**src/rtl/writeback_unit.sv**
```systemverilog
// ============================================================================
// writeback_unit: 8x16 register file with write-through read bypass,
// registered writeback/forwarding bus and retire counter.   Revision: 1.0
// ============================================================================
`default_nettype none

module writeback_unit #(
  parameter int DATA_W = 16
) (
  input  logic              clk,
  input  logic              reset,
  input  logic              iswb,
  input  logic              isld,
  input  logic [DATA_W-1:0] instr,
  input  logic [DATA_W-1:0] aluresult,
  input  logic [DATA_W-1:0] ldresult,
  input  logic [2:0]        rs1_addr,
  input  logic [2:0]        rs2_addr,
  output logic [DATA_W-1:0] rs1_val,
  output logic [DATA_W-1:0] rs2_val,
  output logic              wb_valid,
  output logic [2:0]        wb_rd,
  output logic [DATA_W-1:0] wb_data,
  output logic [DATA_W+3:0] rdvalwb,
  output logic [DATA_W-1:0] retire_count
);

  localparam int C_NREGS = 8;

  logic [DATA_W-1:0] rf_q [C_NREGS];
  logic              wb_valid_q, wb_valid_d;
  logic [2:0]        wb_rd_q, wb_rd_d;
  logic [DATA_W-1:0] wb_data_q, wb_data_d;
  logic [DATA_W-1:0] count_q, count_d;

  logic [2:0]        w_rd;
  logic [DATA_W-1:0] w_wdata;
  logic              w_bypass1;
  logic              w_bypass2;
  logic              w_unused_instr;

  assign w_rd           = instr[10:8];
  assign w_wdata        = isld ? ldresult : aluresult;
  assign w_unused_instr = ^{instr[DATA_W-1:11], instr[7:0]};

  // A write in a reset cycle is dropped, so it must not be seen by readers either.
  assign w_bypass1 = iswb && !reset && (rs1_addr == w_rd) && (rs1_addr != 3'd0);
  assign w_bypass2 = iswb && !reset && (rs2_addr == w_rd) && (rs2_addr != 3'd0);

  assign rs1_val = (rs1_addr == 3'd0) ? '0 : (w_bypass1 ? w_wdata : rf_q[rs1_addr]);
  assign rs2_val = (rs2_addr == 3'd0) ? '0 : (w_bypass2 ? w_wdata : rf_q[rs2_addr]);

  always_comb begin
    wb_valid_d = iswb;
    wb_rd_d    = iswb ? w_rd : 3'd0;
    wb_data_d  = iswb ? w_wdata : '0;
    count_d    = count_q + {{(DATA_W-1){1'b0}}, iswb};
  end

  always_ff @(posedge clk) begin
    if (reset) begin
      for (int i = 0; i < C_NREGS; i++) begin
        rf_q[i] <= '0;
      end
      wb_valid_q <= 1'b0;
      wb_rd_q    <= 3'd0;
      wb_data_q  <= '0;
      count_q    <= '0;
    end else begin
      // R0 writes are discarded but still retire.
      if (iswb && (w_rd != 3'd0)) begin
        rf_q[w_rd] <= w_wdata;
      end
      wb_valid_q <= wb_valid_d;
      wb_rd_q    <= wb_rd_d;
      wb_data_q  <= wb_data_d;
      count_q    <= count_d;
    end
  end

  assign wb_valid     = wb_valid_q;
  assign wb_rd        = wb_rd_q;
  assign wb_data      = wb_data_q;
  assign rdvalwb      = {wb_valid_q, wb_data_q, wb_rd_q};
  assign retire_count = count_q;

endmodule

`default_nettype wire

```
**config.mk**
```make
export PLATFORM = sky130hd
export DESIGN_NAME = writeback_unit
export DESIGN_NICKNAME = d
export VERILOG_FILES = /design/src/rtl/writeback_unit.sv
export SDC_FILE = /design/constraint.sdc
export NUM_CORES = 1
export LEC_CHECK = 0
export CORE_MARGIN = 5
export CORE_UTILIZATION = 40
export DETAILED_ROUTE_END_ITERATION = 6
export PLACE_DENSITY = 0.65
export SETUP_SLACK_MARGIN = 0.3
export SLEW_MARGIN = 25
export SYNTH_ARGS = -nofsm -noshare
export SYNTH_HDL_FRONTEND = slang
export SYNTH_SLANG_ARGS = --single-unit
```
**constraint.sdc**
```tcl
create_clock -name clk -period 5.2 [get_ports clk]
set_clock_uncertainty 0.2 [all_clocks]
set_input_delay 0.52 -clock clk [delete_from_list [all_inputs] [get_ports clk]]
set_output_delay 0.52 -clock clk [all_outputs]
set_load 0.005 [all_outputs]
```
==> results.sh <==
export IMPL_worstPathArrival_ns=3.48
export IMPL_status="finished, final reports clean"
export IMPL_grt_ovfl_total=0
export IMPL_drive_above_1_share=0.2045
export IMPL_cts_setup_buffers=0
export IMPL_grt_pass1_vias=6493
export IMPL_final_common_cell="nor2_1"
export IMPL_grt_pass1_wl_um=37580
export IMPL_r2r_end="retire_count[12]"
export IMPL_antenna_found_initial=0
export IMPL_die_y_um=156.7
export IMPL_reg2reg_setup_slack_ns=3.30
export IMPL_cp_max_fo=13
export IMPL_grt_max_degree=34
export IMPL_initial_core_util=0.4080
export IMPL_rsz0062_at_grt="false"
export IMPL_diodes=0
export IMPL_cts_root_buf="clkbuf_16"
export IMPL_finalCritPeriodShare=0.8074
export IMPL_synthesis_area_um2=8605
export IMPL_slew_violations=0
export IMPL_vias_per_cell=5.777
export IMPL_hp_start="retire_count[6]"
export IMPL_r2r_cells=6
export IMPL_cts_hold_buffers=0
export IMPL_grt_use_total=0.2054
export IMPL_boundaryPins=146
export IMPL_finalHoldViolations=0
export IMPL_cts_resized=0
export IMPL_cts_tree="done"
export IMPL_critPathLaunch="rs1_addr[1]"
export IMPL_die_w_um=156.7
export IMPL_dp_hpwl_um=16550
export IMPL_max_slew_margin=0.3005
export IMPL_wl_per_cell_um=23.14
export IMPL_crit_type="input pin to output pin"
export IMPL_ir_worst_vdd_mv=0.2697
export IMPL_numPortBuffers=132
export IMPL_worst_ep_required_time_ns=4.48
export IMPL_synth_seq_cells=164
export IMPL_final_cells=1067
export IMPL_routed_via_count=6164
export IMPL_die_area_um2=24540
export IMPL_dp_cells=1035
export IMPL_clock_sinks=164
export IMPL_syn_area_per_cell_um2=13.44
export IMPL_htree_levels=4
export IMPL_synth_area_leader_cell="edfxtp_1"
export IMPL_ys_warn_count=0
export IMPL_syn_to_final_growth_pct=25.42
export IMPL_cts_buffer_depth=2
export IMPL_seq_area_frac_synth=0.5305
export IMPL_syn_inst=640
export IMPL_synth_area_leaders="edfxtp_1 45%, mux4_2 10%, dfxtp_1 8.4%"
export IMPL_coreArea_um2=21090
export IMPL_routabilityCongestion=0.8542
export IMPL_nets=839
export IMPL_clock_latency_ns=0.43
export IMPL_finish_utilization=0.5117
export IMPL_r2r_start="retire_count[0]"
export IMPL_setup_viol=0
export IMPL_drc=0
export IMPL_cts_clk_slew_worst_paths_ns=0.07
export IMPL_cap_violations=0
export IMPL_drt_wl_total_um=24690
export IMPL_max_freq_mhz=238.2
export IMPL_worstSetupStartpointType="input pin"
export IMPL_worst_pin_slew_ns=1.020
export IMPL_p_leak_nw=3.921
export IMPL_yosys_area_top_type_share=0.4467
export IMPL_rows=53
export IMPL_drt_iter0_drc=629
export IMPL_hold_slack_ns=0.3505
export IMPL_synthDistinctLibCells=39
export IMPL_layout_common_cells="147 x nor2_1, 130 x clkdlybuf4s50_1, 128 x edfxtp_1"
export IMPL_endpoint_kind="output pin"
export IMPL_worstSetupEndpoint="rs1_val[6]"
export IMPL_post_route_min_period_ns=4.199
export IMPL_setup_tns_ns=0
export IMPL_ant_nets=0
export IMPL_cts_made_buffers=17
export IMPL_firstDrtPassIters=5
export IMPL_min_path_type="flop to flop"
export IMPL_p_per_area_nw_per_um2=304.0
==> worst min path at each step <==
stage | end | slack (ns) | cells after the start
6_report | retire_count[6] | 0.35 | 2
5_1_grt | retire_count[14] | 0.39 | 2
4_1_cts | retire_count[6] | 0.36 | 2
3_5_place_dp | retire_count[6] | 0.35 | 2
3_3_place_gp | retire_count[14] | 0.34 | 2
2_1_floorplan | retire_count[6] | 0.32 | 2
==> registers in the layout, indices dropped and copies added (netlist names) <==
signal        count
rf_q            128
retire_count     16
wb_data          16
wb_rd             3
wb_valid          1
==> synth_stat cells <==
library cell  instances
and2_1                4
a31o_2                1
dfxtp_1              36
or3_1                 2
or3b_1                1
o311ai_4              1
inv_1                 2
a31oi_1              16
nor4_1                2
mux2i_1              16
buf_1                 1
nor2b_1               5
conb_1                1
o21ai_0               1
nand2b_1             10
edfxtp_1            128
and3_1                5
nor3_1                4
a21oi_1              18
nand3b_4              1
or2_1                 1
o21ai_2               1
a211oi_1             32
ha_1                  2
mux4_1               24
nor2_1              147
nand3b_1              1
nand3_1               5
buf_4                24
buf_2                22
nand4_1               4
mux4_2               40
nand2_1               9
nor3_2                1
mux2_2               34
clkbuf_1             16
buf_6                 8
xnor2_1               6
xor2_1                8
==> per-stage QoR <==
stage | setup slack (ns) | power [mW] | cell area [µm²]
detailed placement | 1.082 | 2.105 | 10220
global placement | 1.080 | 2.087 | 10210
CTS | 1.065 | 3.301 | 10790
global route | 0.9472 | 3.403 | 10790
floorplan | 2.695 | 1.844 | 8661
finish | 1.001 | 3.281 | 10790
==> critical path, cell delays in order <==
cell and delay, ns:
clkdlybuf4s50_1 0.71, buf_4 0.37, nand2_1 0.13, o311ai_4 0.18, and2_1 0.26, buf_4 0.21, a211oi_1 0.46, clkdlybuf4s50_1 0.61
==> routing by layer <==
metal  up-vias  global-route usage  share of wire
li1       2701                   -              -
met1      3031              0.2425           0.37
met2       369              0.3571           0.51
met3        63             0.03955          0.077
met4         0              0.1041          0.037
met5         -                   0              0
==> cells by family after synthesis <==
kind of cell    share of synthesized area
other cells                     0.0004358
xor+xnor                          0.01425
mux                                0.2411
buf+inv                           0.05249
fa+ha+maj                        0.002908
compound gates                    0.05569
flops                              0.5305
simple gates                       0.1027
==> report_power, final <==
group	switching (mW)	internal, mW
clock	0.528	0.673
combinational	0.255	0.293
sequential	0.0404	1.49
total	0.824	2.46
==> cell type report <==
type / instances / area (µm²)
repair buffers: 176 / 1642
fillers: 1796 / 10300
inverters: 2 / 7.507
clock buffers: 21 / 480.5
well taps: 275 / 344.1
multi-input cells: 418 / 3664
clock inverters: 11 / 90.09
flip-flops and latches: 164 / 4564
Power figures use the tool's default switching activity.
==> RTL change 1 (config.mk and constraints unchanged) <==
Register the outputs `rs1_val`, `rs2_val` and `rdvalwb`, without a reset; this adds one clock of latency there. The other outputs are not delayed to match.
--- a/src/rtl/writeback_unit.sv
+++ b/src/rtl/writeback_unit.sv
@@ -49,4 +49,2 @@
 
-  assign rs1_val = (rs1_addr == 3'd0) ? '0 : (w_bypass1 ? w_wdata : rf_q[rs1_addr]);
-  assign rs2_val = (rs2_addr == 3'd0) ? '0 : (w_bypass2 ? w_wdata : rf_q[rs2_addr]);
 
@@ -83,3 +81,7 @@
   assign wb_data      = wb_data_q;
-  assign rdvalwb      = {wb_valid_q, wb_data_q, wb_rd_q};
+  always_ff @(posedge clk) begin
+    rs1_val <= (rs1_addr == 3'd0) ? '0 : (w_bypass1 ? w_wdata : rf_q[rs1_addr]);
+    rs2_val <= (rs2_addr == 3'd0) ? '0 : (w_bypass2 ? w_wdata : rf_q[rs2_addr]);
+    rdvalwb <= {wb_valid_q, wb_data_q, wb_rd_q};
+  end
   assign retire_count = count_q;
Check against the original RTL: not equivalent (Yosys sat finds a counterexample within 4 cycles, from zero or initial values and one cycle with reset high).
==> RTL change 1 against the unedited design <==
  * Non-clock buffer count decreased by 28
  * Setup slack improved by 1.3 ns
  * Combinational power shrank 5.5%
  * Synthesized cell count increased by 3.8%
  * Sequential cell count is 52 higher
  * Final area rose by 11%
  * Power up 23%
  * Clock power rose by 28%
  * Wire length is 7.4% lower
  * Hold slack got worse by 0.21 ns
  * Area after synthesis grew 12%
  * Largest cell class unchanged
  * Highest routed layer unchanged
==> RTL change 1: results (changes against the unedited design) <==
- Crit path from: iswb
- Crit path capture: rf_q[7][13]$_SDFFCE_PN0P_
- Met3 wire length: 1445 um (-24%)
- Clock Path Buffers: 3 (+1)
- Inst Count DP: 1099 (+6.2%)
- Hold Path Depth: 0 (-2)
- Worst-path fanout max: 20 (+7)
- Post-synth EDFFs: 128 (unchanged)
- Wire per inst: 20.03 um (-13%)
- Met3 GRT Util: 3.649% (-0.31 points)
- Synth Area in XOR/XNOR: 1.821% (+0.40 points)
- DR vias/cell: 5.174 (-10%)
- CP arrival: 2.85 ns (-0.63 ns)
- Leak pwr: 4.275 nW (+9.0%)
- Met2 wire length: 10810 um (-15%)
- Max IR drop VDD: 0.1916 mV (-29%)
- Clock Power Share: 38.0% (+1.4 points)
- Largest net degree at the start of global routing: 40 (+18%)
- Wl on met1: 10270 um (+11%)
- R2r startpoint: retire_count[0]$_SDFF_PP0_
- Met2 GRT Util: 27.91% (-7.8 points)
- Reg2reg setup slack: 3.32 ns (+0.02 ns)
- Hold path start: wb_data[5]$_SDFF_PP0_
- Hold path endpoint: rdvalwb[8]$_DFF_P_
- Area contributors post-synth: edfxtp_1 (40%), dfxtp_1 (18%), mux4_1 (16%)
- Synthesis warning total: 0 (unchanged)
- Htree depth: 1 (-3)
- Synth top cells by count: nor2_1 (147), edfxtp_1 (128), dfxtp_1 (88)
- Num CTS Buffers: 24 (+7)
- Logic pwr share: 12.9% (-3.8 points)
- Share of layout cells above drive strength 1: 13.00% (-7.5 points)
- Compound-Gate Fraction of Synth Area: 4.525% (-1.0 points)
- Nets@finish: 866 (+3.2%)
- Mapped Avg Cell Area: 14.49 um2 (+7.8%)
- Sequential-to-total area share from yosys stat: 58.26% (+5.2 points)
- Status: complete, no violations
- Place WS: 1.677 ns (+0.5949 ns)
- Sequential power: 0.00198 W (+29%)
- Synth unique cells: 34 (-13%)
- Mux share of post-synthesis cell area: 22.73% (-1.4 points)
- Global placement routability congestion: 0.7321 (-14%)
- DR vias: 5909 (-4.1%)
- Met1 Resource Use GR: 22.61% (-1.6 points)
- Number of global-route vias before repair: 6311 (-2.8%)
- Buffers on Ports: 132 (unchanged)
- Final hold slack: 0.1441 ns (-0.2063 ns)
- Synth Area in Adders: 0.2601% (-0.031 points)
- Cell Area, Placed: 0.01119 mm2 (+9.6%)
- Fillers: 2047 (+14%)
- Post-DP HPWL: 15350 um (-7.2%)
- Clock Latency Late Sink: 0.51 ns (+0.08 ns)
- RR Endpoint: retire_count[14]$_SDFF_PP0_
- Total track usage: 16.80% (-3.7 points)
- First-pass GRT wire length: 35370 um (-5.9%)
- Max layer used: met4
- Worst-Margin Slew: 1.143 ns (+0.1226 ns)
- Switch Pwr: 0.0009309 W (+13%)
- Iteration-0 DRC Markers: 487 (-23%)
[RTL change 1: cell types whose count changed after synthesis, sizes merged, moves of 5 or more]
cell / before / now
a21oi: 18 / 32
buf: 55 / 37
dfxtp: 36 / 88
a31oi: 16 / 0
and3: 5 / 0
clkbuf: 16 / 10
[RTL change 1: area by class of cell]
type                            instances  area, um2  share of cell area (%)
Tap cell                              319      399.1                   3.344
Clock inverter                          7      31.28                  0.2621
Clock buffer                           36      666.9                   5.588
Timing Repair Buffer                  148       1429                   11.97
Inverter                                3      11.26                 0.09435
Multi-Input combinational cell        413       3792                   31.77
Sequential cell                       216       5605                   46.97
[RTL change 1: critical path, cell delays in order]
cell	delay, ns
clkdlybuf4s50_1	0.53
nand2b_4	0.21
inv_2	0.12
and2_1	0.24
nand3_2	0.40
nand2b_1	0.81
==> RTL change 2 (same settings) <==
Without the edit above. Change the parameter `DATA_W` from 16 to 12.
--- a/src/rtl/writeback_unit.sv
+++ b/src/rtl/writeback_unit.sv
@@ -7,3 +7,3 @@
 module writeback_unit #(
-  parameter int DATA_W = 16
+  parameter int DATA_W = 12
 ) (
Interface: changed (8 resized); port bits go from 146 to 114. The function was not compared with the original's and may differ.
==> RTL change 2 against the unedited design <==
  * Power decreased by 15%
  * Critical endpoint is now rs1_val[1]
  * Wire length decreased by 26%
  * Setup slack improved by 0.061 ns
  * Sequential cell count decreased by 40
  * Area after synthesis decreased by 25%
  * Count of clock-buffer cells in the layout decreased by 3
  * Non-clock buffer count decreased by 51
  * Final area decreased by 24%
  * First-iteration DRC count decreased by 27%
  * Synthesized cell count decreased by 24%
==> RTL change 2: results (changes against the unedited design) <==
- Status: complete, no violations
- Worst-path fanout max: 16 (+3)
- Max reg flops: 96 (-25%)
- Crit path from: reset
- Final hold slack: 0.3092 ns (-0.04129 ns)
- Area contributors post-synth: edfxtp_1 (45%), mux4_2 (17%), dfxtp_1 (8.7%)
- Nets@finish: 637 (-24%)
- Met3 GRT Util: 3.934% (-0.021 points)
- Number of global-route vias before repair: 4786 (-26%)
- Buffers on Ports: 104 (-21%)
- Total track usage: 20.23% (-0.30 points)
- Synth unique cells: 36 (-7.7%)
- RR Endpoint: retire_count[6]$_SDFF_PP0_
- Clk slew on worst S/H paths: 0.05 ns (-0.02 ns)
- Clock Latency Late Sink: 0.41 ns (-0.02 ns)
- DR vias: 4576 (-26%)
- Wire per inst: 22.34 um (-3.5%)
- Share of layout cells above drive strength 1: 22.92% (+2.5 points)
- Largest net degree at the start of global routing: 28 (-18%)
- Iteration-0 DRC Markers: 460 (-27%)
- Max IR drop VDD: 0.2078 mV (-23%)
- Post-synth EDFFs: 96 (-25%)
- Inst Count DP: 786 (-24%)
- Cell Area, Placed: 0.007616 mm2 (-25%)
- Wl on met1: 6889 um (-25%)
- Mapped Avg Cell Area: 13.20 um2 (-1.8%)
- Final worst slack: 1.062 ns (+0.06108 ns)
- First-pass GRT wire length: 27860 um (-26%)
- Crit path capture: rs1_val[1]
- Area of the multi-input gates: 0.002710 mm2 (-26%)
- Met2 wire length: 9359 um (-26%)
- Reg2reg setup slack: 3.58 ns (+0.28 ns)
- Synth top cells by count: nor2_1 (107), edfxtp_1 (96), mux4_2 (48)
- Met2 GRT Util: 35.29% (-0.43 points)
RTL change 2: cells by family (layout without fill, tap and decap cells):
group | after synthesis | after routing | synth area share (%)
XOR/XNOR | 11 | 11 | 1.492
flip-flops | 124 | 124 | 53.33
adder cells (fa/ha/maj) | 2 | 2 | 0.3875
other | 1 | 12 | 0.05808
multiplexers | 84 | 84 | 22.79
buffers and inverters | 58 | 160 | 5.523
AND/OR/NAND/NOR | 153 | 153 | 10.21
AO/OA/AOI/OAI | 56 | 56 | 6.201
RTL change 2: where the power goes:
part | total [W] | switching [W] | internal (W)
clock | 0.00121 | 0.000448 | 0.000766
sequential | 0.00116 | 0.0000322 | 0.00113
combinational | 0.000416 | 0.000192 | 0.000224
total | 0.00279 | 0.000672 | 0.00212
RTL change 2: area by class of cell:
cell class,count,area share (%)
Sequential cell,124,41.83
Timing Repair Buffer,125,14.44
Clock inverter,14,2.052
Multi-Input combinational cell,318,32.92
Tap cell,216,3.283
Clock buffer,18,5.335
Inverter,3,0.1368
